<file path="src/rtl/soc_rom_arbiter_pkg.sv">
// Shared definitions for the boot-ROM arbiter: FSM states and the boot window
// constants, also used by the bus decoder.
package soc_rom_arbiter_pkg;

  typedef enum logic [1:0] {
    ST_IDLE   = 2'd0,
    ST_ACCESS = 2'd1,
    ST_RESP   = 2'd2
  } arb_state_e;

  localparam int unsigned ROM_ADDR_W = 24;
  localparam logic [23:0] ROM_BASE   = 24'hffe000;
  localparam int unsigned ROM_WIN_W  = 12;

endpackage

</file>
<file path="src/rtl/soc_rom_arbiter_rr_arb2.sv">
// Two-way round-robin grant; rr_last remembers the winner of the last tie so
// the other port wins the next one.
module soc_rr_arb2 (
  input  logic       clk,
  input  logic       rst_n,
  input  logic [1:0] req,
  input  logic       take,
  output logic       gnt
);

  logic rr_last;

  always_comb begin
    gnt = req[1];
    if (req == 2'b11) gnt = ~rr_last;
  end

  // Only a tie moves the pointer; a lone requester does not disturb it.
  always_ff @(posedge clk) begin
    if (!rst_n) begin
      rr_last <= 1'b1;
    end else if (take && req == 2'b11) begin
      rr_last <= gnt;
    end
  end

endmodule

</file>
<file path="src/rtl/soc_rom_arbiter.sv">
// Boot-ROM port shared by instruction fetch (port 0) and data bus (port 1):
// arbitration, window decode, programmable wait states, ack/err responses.
module soc_rom_arbiter
  import soc_rom_arbiter_pkg::*;
#(
  parameter int unsigned       ADDR_W      = ROM_ADDR_W,
  parameter int unsigned       DW          = 16,
  parameter logic [ADDR_W-1:0] BASE        = ADDR_W'(ROM_BASE),
  parameter int unsigned       WIN_W       = ROM_WIN_W,
  parameter int unsigned       WAIT_STATES = 0
) (
  input  logic              i_clk,
  input  logic              i_rst_n,
  input  logic              m0_cyc,
  input  logic              m0_stb,
  input  logic              m0_we,
  input  logic [ADDR_W-1:0] m0_adr,
  output logic              m0_ack,
  output logic              m0_err,
  output logic [DW-1:0]     m0_dat,
  input  logic              m1_cyc,
  input  logic              m1_stb,
  input  logic              m1_we,
  input  logic [ADDR_W-1:0] m1_adr,
  output logic              m1_ack,
  output logic              m1_err,
  output logic [DW-1:0]     m1_dat,
  output logic [ADDR_W-1:0] rom_addr,
  input  logic [DW-1:0]     rom_data,
  output logic              o_busy
);

  arb_state_e        state, state_nxt;
  logic [1:0]        req;
  logic              gnt;
  logic              gnt_q;
  logic              err_q;
  logic [3:0]        cnt_q;
  logic              sel_we;
  logic [ADDR_W-1:0] sel_adr;
  logic [ADDR_W-1:0] win_off;
  logic              hit;
  logic              bad;
  logic              gnt_cyc;

  assign req = {m1_cyc & m1_stb, m0_cyc & m0_stb};

  soc_rr_arb2 u_arb (
    .clk   (i_clk),
    .rst_n (i_rst_n),
    .req   (req),
    .take  (state == ST_IDLE),
    .gnt   (gnt)
  );

  assign sel_we  = gnt ? m1_we  : m0_we;
  assign sel_adr = gnt ? m1_adr : m0_adr;
  // Modular offset so addresses below BASE wrap high and miss the window.
  assign win_off = sel_adr - BASE;
  assign hit     = (win_off >> WIN_W) == '0;
  assign bad     = sel_we | ~hit;
  assign gnt_cyc = gnt_q ? m1_cyc : m0_cyc;

  always_ff @(posedge i_clk) begin
    if (!i_rst_n) state <= ST_IDLE;
    else          state <= state_nxt;
  end

  always_comb begin
    state_nxt = state;
    m0_ack    = 1'b0;
    m0_err    = 1'b0;
    m1_ack    = 1'b0;
    m1_err    = 1'b0;
    o_busy    = (state != ST_IDLE);
    case (state)
      ST_IDLE: begin
        if (|req) state_nxt = bad ? ST_RESP : ST_ACCESS;
      end
      ST_ACCESS: begin
        if (!gnt_cyc)            state_nxt = ST_IDLE;
        else if (cnt_q == '0)    state_nxt = ST_RESP;
      end
      ST_RESP: begin
        state_nxt = ST_IDLE;
        m0_ack    = ~gnt_q & ~err_q;
        m0_err    = ~gnt_q &  err_q;
        m1_ack    =  gnt_q & ~err_q;
        m1_err    =  gnt_q &  err_q;
      end
      default: state_nxt = ST_IDLE;
    endcase
  end

  always_ff @(posedge i_clk) begin
    if (!i_rst_n) begin
      gnt_q    <= 1'b0;
      err_q    <= 1'b0;
      cnt_q    <= '0;
      rom_addr <= '0;
      m0_dat   <= '0;
      m1_dat   <= '0;
    end else begin
      case (state)
        ST_IDLE: begin
          if (|req) begin
            gnt_q <= gnt;
            err_q <= bad;
            if (bad) begin
              if (gnt) m1_dat <= '0;
              else     m0_dat <= '0;
            end else begin
              rom_addr <= sel_adr;
              cnt_q    <= 4'(WAIT_STATES);
            end
          end
        end
        ST_ACCESS: begin
          if (gnt_cyc) begin
            if (cnt_q != '0) cnt_q <= cnt_q - 4'd1;
            else if (gnt_q)  m1_dat <= rom_data;
            else             m0_dat <= rom_data;
          end
        end
        default: ;
      endcase
    end
  end

endmodule

</file>
<file path="config.mk">
export PLATFORM = sky130hd
export DESIGN_NAME = soc_rom_arbiter
export DESIGN_NICKNAME = d
export VERILOG_FILES = /design/src/rtl/soc_rom_arbiter_pkg.sv /design/src/rtl/soc_rom_arbiter_rr_arb2.sv /design/src/rtl/soc_rom_arbiter.sv
export SDC_FILE = /design/constraint.sdc
export NUM_CORES = 1
export LEC_CHECK = 0
export CORE_UTILIZATION = 50
export CTS_BUF_LIST = sky130_fd_sc_hd__clkbuf_4
export CTS_CLUSTER_SIZE = 14
export DETAILED_ROUTE_END_ITERATION = 10
export GPL_ROUTABILITY_DRIVEN = 1
export GPL_TIMING_DRIVEN = 0
export PLACE_DENSITY = 0.88
export SLEW_MARGIN = 10
export SYNTH_ARGS = -nofsm -noshare
export SYNTH_HDL_FRONTEND = slang
export SYNTH_SLANG_ARGS = --single-unit
</file>
<file path="constraint.sdc">
create_clock -name i_clk -period 5.1 [get_ports i_clk]
set_input_delay 1.275 -clock i_clk [delete_from_list [all_inputs] [get_ports i_clk]]
set_output_delay 1.275 -clock i_clk [all_outputs]
set_load 0.02 [all_outputs]
</file>
Word-level counts from Yosys, hierarchy flattened
Cells that the tools add are included.
{"block": "totals", "regBits": 65, "in_bits": 72, "output_inout_bits": 61, "elab_cells": 82}
{"block": "op_classes", "addsub": 2, "n_eq_ne": 14, "mux": 32, "n_bitwise": 12, "n_reduce_logical": 14}
{"operator": "2-to-1 mux 16 bit", "n": 12}
{"operator": "case mux 16 bit (2 select lines)", "n": 2}
{"operator": "zero test 24 bit", "n": 1}
{"operator": "2-to-1 mux 24 bit", "n": 1}
{"operator": "subtractor 24 bit (second input constant)", "n": 1}
{"operator": "!= test 2 bit (second input constant)", "n": 10}
{"operator": "2-to-1 mux 4 bit", "n": 4}
{"operator": "AND reduction 7 bit", "n": 2}
{"operator": "2-to-1 mux 2 bit", "n": 4}
{"operator": "case mux 4 bit (2 select lines)", "n": 1}
{"operator": "2-to-1 mux 1 bit", "n": 7}
{"operator": "AND 1 bit", "n": 6}
{"operator": "NOT 1 bit", "n": 5}
{"operator": "AND reduction 5 bit", "n": 1}
{"operator": "== test 2 bit (second input constant)", "n": 2}
{"operator": "zero test 4 bit", "n": 1}
{"operator": "case mux 2 bit (2 select lines)", "n": 1}
{"operator": "AND reduction 2 bit", "n": 2}
{"operator": "nonzero test 2 bit", "n": 2}
{"operator": "nonzero test 4 bit", "n": 1}
{"operator": "subtractor 4 x 1 -> 4 bit (second input constant)", "n": 1}
{"operator": "!= test 3 bit (second input constant)", "n": 1}
{"operator": "AND reduction 3 bit", "n": 1}
{"operator": "== test 2 x 1 -> 1 bit (second input constant)", "n": 1}
{"operator": "other kinds (4)", "n": 4}

Longest topological paths before layout
Gate-level depths: netlist of run 1.
{"block": "depth", "ltp_word": 11, "ltp_mapped": 15, "ltp_nobuf": 11}

By module
From an unflattened synthesis of run 1, not the netlist that was laid out.
{"block": "hier_totals", "cells_unflattened": 388, "area_unflattened_um2": 3455.8}
{"mod": "soc_rom_arbiter", "instances": 1, "cells_per_inst": 383, "area_each_um2": 3404.5, "seq_area_each_um2": 1281.2}
{"mod": "soc_rr_arb2", "instances": 1, "cells_per_inst": 5, "area_each_um2": 51.3, "seq_area_each_um2": 20.0}

Least setup slack after synthesis of run 1
Ideal clock, no wire load.
{"block": "synth_timing", "path_kind": "in2reg", "startpoint": "input m0_cyc", "endpoint": "register m1_dat[0]", "setup_ps": 62, "arrival_time_ps": 3805, "required_time_ps": 5038, "path_slack_ps": 1233, "path_stages": 14, "n_path_buf": 4, "path_cell_list": "and3_4 -> nor2_1 -> clkbuf_1 -> clkbuf_1 -> nand2_1 -> nand2_1 -> ha_1 -> nor4b_1 -> nand3_1 -> a21boi_0 -> clkbuf_1 -> clkbuf_1 -> nand4_1 -> nand3_1"}
{"block": "synth_via", "elab_chain_cells": 10, "elab_cells_between_ends": 16, "classes_between": "add/sub: 1; eq/ne: 5; mux: 4; bitwise: 3; reduce/logical: 3"}
{"element": "from (decl)", "line_no": "soc_rom_arbiter.sv:14", "rtl": "input logic m0_cyc,"}
{"element": "AND 1 bit", "line_no": "soc_rom_arbiter.sv:46", "rtl": "assign req = {m1_cyc & m1_stb, m0_cyc & m0_stb};"}
{"element": "== test 2 bit", "line_no": "soc_rom_arbiter_rr_arb2.sv:15", "rtl": "if (req == 2'b11) gnt = ~rr_last;"}
{"element": "2-to-1 mux 1 bit", "line_no": "soc_rom_arbiter_rr_arb2.sv:15"}
{"element": "2-to-1 mux 24 bit", "line_no": "soc_rom_arbiter.sv:57", "rtl": "assign sel_adr = gnt ? m1_adr : m0_adr;"}
{"element": "via sel_adr[13]", "line_no": "soc_rom_arbiter.sv:40", "rtl": "logic [ADDR_W-1:0] sel_adr;"}
{"element": "subtractor 24 bit", "line_no": "soc_rom_arbiter.sv:59", "rtl": "assign win_off = sel_adr - BASE;"}
{"element": "zero test 24 bit", "line_no": "soc_rom_arbiter.sv:60", "rtl": "assign hit = (win_off >> WIN_W) == '0;"}
{"element": "NOT 1 bit", "line_no": "soc_rom_arbiter.sv:61", "rtl": "assign bad = sel_we | ~hit;"}
{"element": "OR 1 bit", "line_no": "soc_rom_arbiter.sv:61"}
{"element": "!= test 2 bit (no line)"}
{"element": "AND reduction 7 bit (no line)"}
{"element": "to (signal assigned)", "line_no": "soc_rom_arbiter.sv:121", "rtl": "else if (gnt_q) m1_dat <= rom_data;"}
{"element": "to (decl)", "line_no": "soc_rom_arbiter.sv:27", "rtl": "output logic [DW-1:0] m1_dat,"}
The timed path passes the listed nets, and every way through them passes these cells.
A chain may end at the register's enable or synchronous reset.

Worst setup path in the final report of run 1
{"block": "layout_timing", "startpoint": "input m0_cyc", "endpoint": "register m1_dat[3]"}
The elaborated chain is that of the path after synthesis.

==> impl_results.md, run 1 <==
- Syn. warnings: 0
- Crit-path cells: clkdlybuf4s50_1 > nand3_1 > nand2_1 > buf_2 > buf_1 > nand2_1 > nand2_1 > ha_1 > nor4b_1 > nand3_1 > a21boi_0 > clkbuf_2 > clkbuf_1 > nand4_1 > nand3_1
- First DRT Iteration DRCs: approximately 290
- Routed Antenna Nets: 0
- Ports: approximately 130
- Seq cells post-synth: 65
- Final setup fails: 0
- F_max: 213.6 MHz
- Net Sw Frac: 0.2952
- First-pass iteration count of the detailed router: 5
- Reg clk slew, reported paths: approximately 0.13 ns
- Peak VDD IR: around 0.00021 V
- Area of the mapped netlist: between 3000 and 4000 um^2
- Top-count cell post-synth: nand2_1
- Row cnt: 30
- Global Route Usage Sum: 0.3109
- Ratio of cells with drive above 1 in the final layout: 0.04985
- Post-synth top area share: 0.3552
- Top FF cell, synth: dfxtp_1
- Max FO, Critical Path: 10
- Switching power: ~310 uW
- IO buf count: between 100 and 150
- CP max-delay cell: clkdlybuf4s50_1
- Final Instance Count excl. Fillers: 758
- Chip Width: slightly below 90 um
- Clk sinks: 65
- RSZ-0062 raised after global routing: no
- Routed WL: about 12000 um
- Syn nets: 590
- WS Path Type: in -> reg
- Gpl congestion: about 0.9
- Total grt overflow: 0
- Core Area: 6944 um^2
- EDFF count, synth: 0
- Relative slew margins: 0.3056
- Syn avg cell area: about 7 um^2
- Nets: ~730
- CTS H-Tree Depth: 3
- CP bufs+invs: 5
- Final hold slack: approximately 0.45 ns
- Final Total Pwr: approximately 1100 uW
- Initial antenna violation count: 0
- Leak pwr: 0.001823 uW
- Largest area contributor in the netlist: dfxtp_1
- Startpoint class of the critical path: primary input
- DP Worst Slack: -0.06621 ns
- Final Cycle Share: 0.9181
- Initial Utilization: 0.5276
- Type of the most critical hold path: reg -> reg
- Largest delay share family, worst path: buffers and inverters
- Fillers: around 560
- Setup_tns: 0 ns
- Slew Limit Fails: 0
- Int Pwr: about 740 uW
- CTS Buf Count: 9
- Period minus WS final: about 4.7 ns
- Clock power frac: 0.347
- Crit path DAT: a little over 5 ns
- Clk_lat worst skew: roughly 0.42 ns
- Pin count of the biggest net entering global routing: 14
- Post-synth top cells: nand2_1 (96), nand3_1 (92), dfxtp_1 (65)
- Setup ws final: 0.4178 ns
- Synth cell types: 46
- Slowest stage delay, CP: about 0.54 ns
- Vias in the first global route: between 4000 and 5000
- Wirelength per Cell: ~16 um
- DRC Markers: 0
- DP Cell Count: roughly 740
- Antenna Diode Count: 0
- Status: finished clean
- Final HPWL DP: 9285 um
- Global-route wire length before repair: around 19000 um
- Cell count after synthesis: between 500 and 600
- Layout area overhead: 43.00%
- Synth area leaders: dfxtp_1 (36%), nand3_1 (13%), nand2_1 (9.8%), nand4_1 (8.4%), nor3_1 (5.5%)
- Crit end category: register
- Layout Skew: 0.02574 ns
- Seq/Total Area, Yosys: 0.3552
- Power density over the cells: approximately 200 nW/um^2
- Die height: 87.60 um
- Slew at the pin closest to its max-slew limit: 1.013 ns
- Async S/R FF share, synth: 0
- Vias per std cell: approximately 6
- CTS tree: yes
- Max-cap violations: 0
- Gate power share: 0.166
- Max clock buf depth: 2
- CTS root buf: clkbuf_4
- DR vias: approximately 4500
- Reg power frac: 0.487
- Final hold vios: 0
- Die ar.: approximately 7700 um^2
- Worst endpoint required time: roughly 5.5 ns
-- kinds of logic after synthesis --
family / Yosys count / synth area share
compound gates: 70 / 0.1209
xor+xnor: 8 / 0.01913
fa+ha+maj: 3 / 0.01025
buf+inv: 53 / 0.06079
flops: 65 / 0.3552
mux: 2 / 0.005465
simple gates: 314 / 0.4283
-- worst register-to-register path: cells and delay by family, from the launching register on --
| family | cells | cell delay [ns] |
|---|---|---|
| buffers and inverters | 4 | 1.34 |
| AND/OR/NAND/NOR | 8 | 1.28 |
| flip-flops | 1 | 0.40 |
| AO/OA/AOI/OAI | 1 | 0.35 |
| adder cells (fa/ha/maj) | 1 | 0.25 |
-- cell type report --
cell class                      count  area (um^2)  area share
Timing Repair Buffer              131         1311      0.2503
Sequential cell                    65         1301      0.2484
Multi-Input combinational cell    397         2140      0.4084
Inverter                            4        15.01    0.002866
Clock buffer                        9        67.56     0.01290
Buffer                             49        209.0     0.03989
Clock inverter                      7        75.07     0.01433
Tap cell                           96        120.1     0.02293
-- per-stage QoR --
stage | area, um^2 | util
floorplan | 3664 | -
global placement | 5095 | 0.7337
detailed placement | 5095 | 0.7337
CTS | 5238 | 0.7542
global route | 5239 | 0.7544
finish | 5239 | 0.7544
-- cells in the final DEF (no fill, tap or decap), types with 3 or more instances in the layout --
master / netlist / layout
and3_1: 3 / 3
nor3b_1: 3 / 3
buf_1: 7 / 7
o211ai_1: 7 / 7
buf_2: 4 / 4
nor2_1: 9 / 9
clkdlybuf4s50_1: 0 / 131
nand4_1: 49 / 49
a21o_1: 4 / 4
xnor2_1: 6 / 6
ha_1: 3 / 3
inv_1: 3 / 3
clkbuf_1: 35 / 34
clkbuf_4: 0 / 9
a21oi_1: 19 / 19
nand3_1: 92 / 92
dfxtp_1: 65 / 65
inv_6: 0 / 3
a21boi_0: 3 / 3
o21ai_0: 24 / 24
nor2b_1: 4 / 4
nand2_1: 96 / 96
nor3_1: 40 / 40
-- power groups by stage --
stage	combinational (uW)	clock, uW	sequential [uW]
2_1_floorplan	78.8	0	522
3_3_place_gp	168	0	523
3_5_place_dp	170	0	523
4_1_cts	172	363	511
5_1_grt	186	391	512
6_report	175	365	511
-- final timing paths --
| check | start | to | slack, ns | cells after the start |
|---|---|---|---|---|
| max | m0_cyc | m1_dat[3] | 0.42 | 15 |
| min | rom_addr[12] | rom_addr[12] | 0.45 | 2 |
| max reg2reg | u_arb.rr_last | m1_dat[3] | 1.43 | 14 |
| min reg2reg | rom_addr[12] | rom_addr[12] | 0.45 | 2 |
-- metal layers --
layer	up-vias	track usage	routed length, um
met3	32	0.06221	1066
li1	2150	-	-
met4	0	0.1148	321
met5	-	0	0
met1	2066	0.3770	5034
met2	231	0.5455	5831
-- state kept, by name (all words and copies together), names as in the netlist --
signal         cells
m1_dat            16
err_q              1
gnt_q              1
m0_dat            16
rom_addr          24
state              2
cnt_q              4
u_arb.rr_last      1
-- what timing repair did --
item | in CTS | in global routing
setup buffers | 0 | 0
setup endpoints to repair | 0 | 14
gates resized for setup | 0 | 2
hold buffers | 0 | 0
Power figures use the tool's default switching activity.
==> run 2, diff against run 1 <==
- CORE_ASPECT_RATIO: not set -> 0.6
- CORE_UTILIZATION: 50 -> 30
- PLACE_DENSITY: 0.88 -> 0.58
==> impl_results.md, run 2 (synthesis results as in run 1) <==
- Power density over the cells: a little under 200 nW/um^2
- Wirelength per Cell: 17.26 um
- CTS Buf Count: 9
- DR vias: around 4500
- Crit-path cells: clkdlybuf4s50_1 > nand2_2 > nor2_1 > clkbuf_1 > clkbuf_2 > nand2_1 > nand2_1 > ha_1 > nor4b_1 > nand3_1 > a21boi_0 > clkbuf_2 > clkbuf_1 > nand4_1 > nand3_1
- Reg2Reg Depth: 14
- Setup_tns: 0 ns
- Layout Skew: ~0.024 ns
- Startpoint class of the critical path: primary input
- DP Worst Slack: -0.2814 ns
- Gate power share: 0.175
- Int Pwr: between 700 and 800 uW
- CP startpoint: m1_cyc
- Slew Limit Fails: 0
- Initial Utilization: 0.3159
- WS Path Type: in -> reg
- First-pass iteration count of the detailed router: 5
- Routed WL: roughly 14000 um
- Peak VDD IR: around 0.00011 V
- Status: finished clean
- Die height: 87.60 um
- Clk_lat worst skew: 0.43 ns
- Crit path DAT: 5.07 ns
- Placed Instance Area: 5175 um^2
- Crit end category: register
- Commonest non-fill, non-tap cells in the layout: clkdlybuf4s50_1 (131), nand2_1 (96), nand3_1 (92)
- Slowest stage delay, CP: about 0.57 ns
- Relative slew margins: 0.4537
- CTS tree: yes
- Setup ws final: 0.3976 ns
- Switching power: roughly 300 uW
- Gpl congestion: just under 0.9
- Type of the most critical hold path: reg -> reg
- F_max: between 200 and 250 MHz
- Core Area: between 10000 and 15000 um^2
- Final hold slack: roughly 0.44 ns
- Final HPWL DP: 10970 um
- Layout area overhead: 44.88%
- DRC Markers: 0
- Die ar.: 12670 um^2
- Nets: roughly 730
- Regs by FF count: rom_addr x24, m0_dat x16, m1_dat x16
- Initial antenna violation count: 0
- CTS H-Tree Depth: 3
- Net Sw Frac: 0.2935
- Total grt overflow: 0
- Global Route Usage Sum: 0.2295
- Reg power frac: 0.494
- Reg clk slew, reported paths: 0.11 ns
- Levels on crit path: 15
- Vias in the first global route: 4235
- CP bufs+invs: 5
- Leak pwr: around 0.0018 uW
- Critical Path End: m1_dat[4]
- Max-cap violations: 0
- Clock power frac: 0.331
- Max clock buf depth: 2
- Largest delay share family, worst path: buffers and inverters
- Reg2reg start: u_arb.rr_last
- Pin count of the biggest net entering global routing: 12
- CTS root buf: clkbuf_4
- Antenna Diode Count: 0
- Post-route cell area: roughly 5300 um^2
- Fin util: 0.4576
- Vias per std cell: 5.484
- IO buf count: ~130
- Row cnt: 30
- Final setup fails: 0
- Ratio of cells with drive above 1 in the final layout: 0.05136
- Period minus WS final: around 4.7 ns
- Commonest non-fill, non-tap cell in the layout: clkdlybuf4s50_1
- Global-route wire length before repair: approximately 22000 um
- Worst endpoint required time: ~5.5 ns
- Clk sinks: 65
- Max FO, Critical Path: 10
- Max reg flops: 24
- Chip Width: 144.7 um
- Post-CTS setup buffers: 0
- Reg2Reg Setup Slack: approximately 1.5 ns
- Ports: about 130
- Routed Antenna Nets: 0
- Final hold vios: 0
- Final Cycle Share: 0.9220
- Largest reg by FF count: rom_addr
- Slew at the pin closest to its max-slew limit: 0.7966 ns
- CP max-delay cell: clkdlybuf4s50_1
- R2R Path End: m1_dat[4]
- RSZ-0062 raised after global routing: no
- First DRT Iteration DRCs: 408
## run 2: cell types whose count changed in the layout (fill, tap and decap cells not counted)
cell / previous run / this run
inv_6: 3 / 0
clkbuf_2: 1 / 3
clkinv_2: 2 / 4
buf_1: 7 / 6
clkbuf_1: 34 / 33
clkinv_1: 1 / 2
clkinv_4: 1 / 0
clkinvlp_4: 0 / 1
## run 2: cell type report
cell class / count / area (um^2)
well taps: 160 / 200.2
multi-input cells: 397 / 2140
clock buffers: 9 / 67.56
inverters: 4 / 15.01
fillers: 1165 / 6291
flip-flops and latches: 65 / 1301
plain buffers: 49 / 211.5
clock inverters: 7 / 61.31
repair buffers: 131 / 1311
## run 2: stage by stage
step	std cells	power, uW
3_3_place_gp	806	697.7
5_1_grt	822	1075
6_report	822	1035
2_1_floorplan	515	601.0
3_5_place_dp	806	699.5
4_1_cts	822	1036
## run 2: repair_timing
| action | in CTS | in global routing |
|---|---|---|
| setup endpoints to repair | 0 | 36 |
| hold buffers | 0 | 0 |
| gates resized for setup | 0 | 5 |
## run 2: power groups by stage
stage | combinational, uW | clock (uW) | sequential (uW)
2_1_floorplan | 78.8 | 0 | 522
3_3_place_gp | 175 | 0 | 523
3_5_place_dp | 177 | 0 | 523
4_1_cts | 178 | 347 | 511
5_1_grt | 195 | 368 | 512
6_report | 181 | 343 | 511
## run 2: metal layers
metal / vias up / track usage / wire [um]
met1: 2123 / 0.3457 / 6899
li1: 2144 / - / -
met2: 215 / 0.3230 / 5741
met3: 24 / 0.05303 / 1360
met4: 2 / 0.04976 / 153
met5: - / 0.03383 / 29
## run 2: worst reg2reg max path, delay by kind of cell, from the launching register on
kind / cells / cell delay, ns
compound gates: 1 / 0.37
fa+ha+maj: 1 / 0.24
buf+inv: 4 / 1.45
flops: 1 / 0.35
simple gates: 8 / 1.15
## run 2: worst min path at each step
stage | from | to | slack (ns) | depth (start not counted)
finish | rom_addr[12] | rom_addr[12] | 0.44 | 2
global route | rom_addr[12] | rom_addr[12] | 0.48 | 2
CTS | rom_addr[12] | rom_addr[12] | 0.44 | 2
detailed placement | rom_addr[12] | rom_addr[12] | 0.42 | 2
global placement | rom_addr[12] | rom_addr[12] | 0.42 | 2
floorplan | u_arb.rr_last | u_arb.rr_last | 0.49 | 2
==> run 3, diff against run 2 <==
- PLACE_DENSITY: 0.58 -> 0.6
==> impl_results.md, run 3 (synthesis results as in run 1) <==
- Status: finished clean
- Type of the most critical hold path: reg -> reg
- Final hold vios: 0
- Reg clk slew, reported paths: 0.12 ns
- RSZ-0062 raised after global routing: no
- CTS H-Tree Depth: 3
- Row cnt: 30
- Regs by FF count: rom_addr x24, m0_dat x16, m1_dat x16
- Clk sinks: 65
- DR vias: between 4000 and 5000
- Final hold slack: about 0.46 ns
- Vias per std cell: 5.547
- Initial antenna violation count: 1
- Die ar.: about 13000 um^2
- First-pass iteration count of the detailed router: 7
- F_max: 211.9 MHz
- Slew Limit Fails: 0
- Peak VDD IR: between 0.0001 and 0.00015 V
- Post-CTS sizing: 0
- Slowest stage delay, CP: between 0.5 and 0.6 ns
- CP max-delay cell: clkdlybuf4s50_1
- Largest reg by FF count: rom_addr
- Routed Antenna Nets: 0
- Global Route Usage Sum: 0.2230
- Max reg flops: 24
- Initial Utilization: 0.3159
- Gpl congestion: a little under 0.9
- Slew at the pin closest to its max-slew limit: between 0.9 and 1 ns
- Final HPWL DP: roughly 11000 um
- CTS tree: yes
- Routed WL: 14310 um
- Relative slew margins: 0.3367
- Crit end category: register
- Global-route wire length before repair: between 20000 and 25000 um
- IO buf count: roughly 130
- Fin util: 0.4583
- Crit-path cells: clkdlybuf4s50_1 > nand2_2 > nor2_1 > clkbuf_1 > clkbuf_2 > nand2_1 > nand2_1 > ha_1 > nor4b_1 > nand3_1 > a21boi_0 > clkbuf_1 > nand4_1 > o21ai_0
- Leak pwr: about 0.0018 uW
- Commonest non-fill, non-tap cell in the layout: clkdlybuf4s50_1
- Post-CTS setup buffers: 0
- Max clock buf depth: 2
- DRC Markers: 0
- WS Path Type: in -> reg
- Power density over the cells: about 200 nW/um^2
- Clk_lat worst skew: ~0.42 ns
- Wirelength per Cell: 17.38 um
- Nets: around 730
- Max-cap violations: 0
- Worst endpoint required time: 5.44 ns
- CTS root buf: clkbuf_4
- CTS Hold Bufs: 0
- Max FO, Critical Path: 10
- Crit path DAT: 5.06 ns
- Setup_tns: 0 ns
- Period minus WS final: ~4.7 ns
- Chip Width: roughly 140 um
- Die height: about 88 um
- Startpoint class of the critical path: primary input
- Total grt overflow: 0
- Final setup fails: 0
- Pin count of the biggest net entering global routing: 12
- Ratio of cells with drive above 1 in the final layout: 0.04985
- Layout area overhead: 45.08%
- First DRT Iteration DRCs: about 430
- Layout Skew: approximately 0.014 ns
- Final Cycle Share: 0.9253
- CTS Buf Count: 9
- Vias in the first global route: 4211
- Ports: 133
- Core Area: ~12000 um^2
- Commonest non-fill, non-tap cells in the layout: clkdlybuf4s50_1 (131), nand2_1 (96), nand3_1 (92)
-- run 3: report_power, final --
group	switching, uW	leakage [uW]	internal (uW)
Combinational	105	0.00122	77.6
Clock	198	0.0000715	152
Sequential	2.47	0.000524	509
-- run 3: layout make-up --
| cell class | count | area (um^2) |
|---|---|---|
| Fill cell | 1170 | 6284 |
| Multi-Input combinational cell | 397 | 2140 |
| Timing Repair Buffer | 131 | 1311 |
| Sequential cell | 65 | 1301 |
| Buffer | 49 | 211.5 |
| Tap cell | 160 | 200.2 |
| Clock buffer | 10 | 75.07 |
| Clock inverter | 6 | 58.81 |
| Inverter | 4 | 15.01 |
| Antenna cell | 1 | 2.502 |
-- run 3: path summary, 6_finish.rpt --
check	from	end	slack [ns]	depth (start not counted)
worst max-delay path	m1_cyc	rom_addr[20]	0.38	14
worst min-delay path	rom_addr[12]	rom_addr[12]	0.46	2
worst max register to register	u_arb.rr_last	rom_addr[20]	1.48	13
worst min register to register	rom_addr[12]	rom_addr[12]	0.46	2
-- run 3: routing by layer --
layer,vias up,track usage,share of wire
li1,2148,-,-
met1,2140,0.3400,0.48
met2,267,0.3064,0.40
met3,10,0.06124,0.11
met4,0,0.04498,0.0052
met5,-,0,0
-- run 3: stage by stage --
| step | cells | instance area [um^2] | setup slack [ns] | total power (uW) |
|---|---|---|---|---|
| finish | 823 | 5315 | 0.3810 | 1044 |
| global route | 823 | 5315 | 0.01272 | 1087 |
| CTS | 822 | 5309 | 0.1272 | 1047 |
| detailed placement | 806 | 5175 | -0.3321 | 700.6 |
| global placement | 806 | 5175 | -0.3443 | 698.4 |
| floorplan | 515 | 3664 | 1.233 | 601.0 |
-- run 3: critical path: cells and delay by family --
family | cells | cell delay (ns)
buffers and inverters | 4 | 1.68
AND/OR/NAND/NOR | 7 | 1.29
AO/OA/AOI/OAI | 2 | 0.57
adder cells (fa/ha/maj) | 1 | 0.24
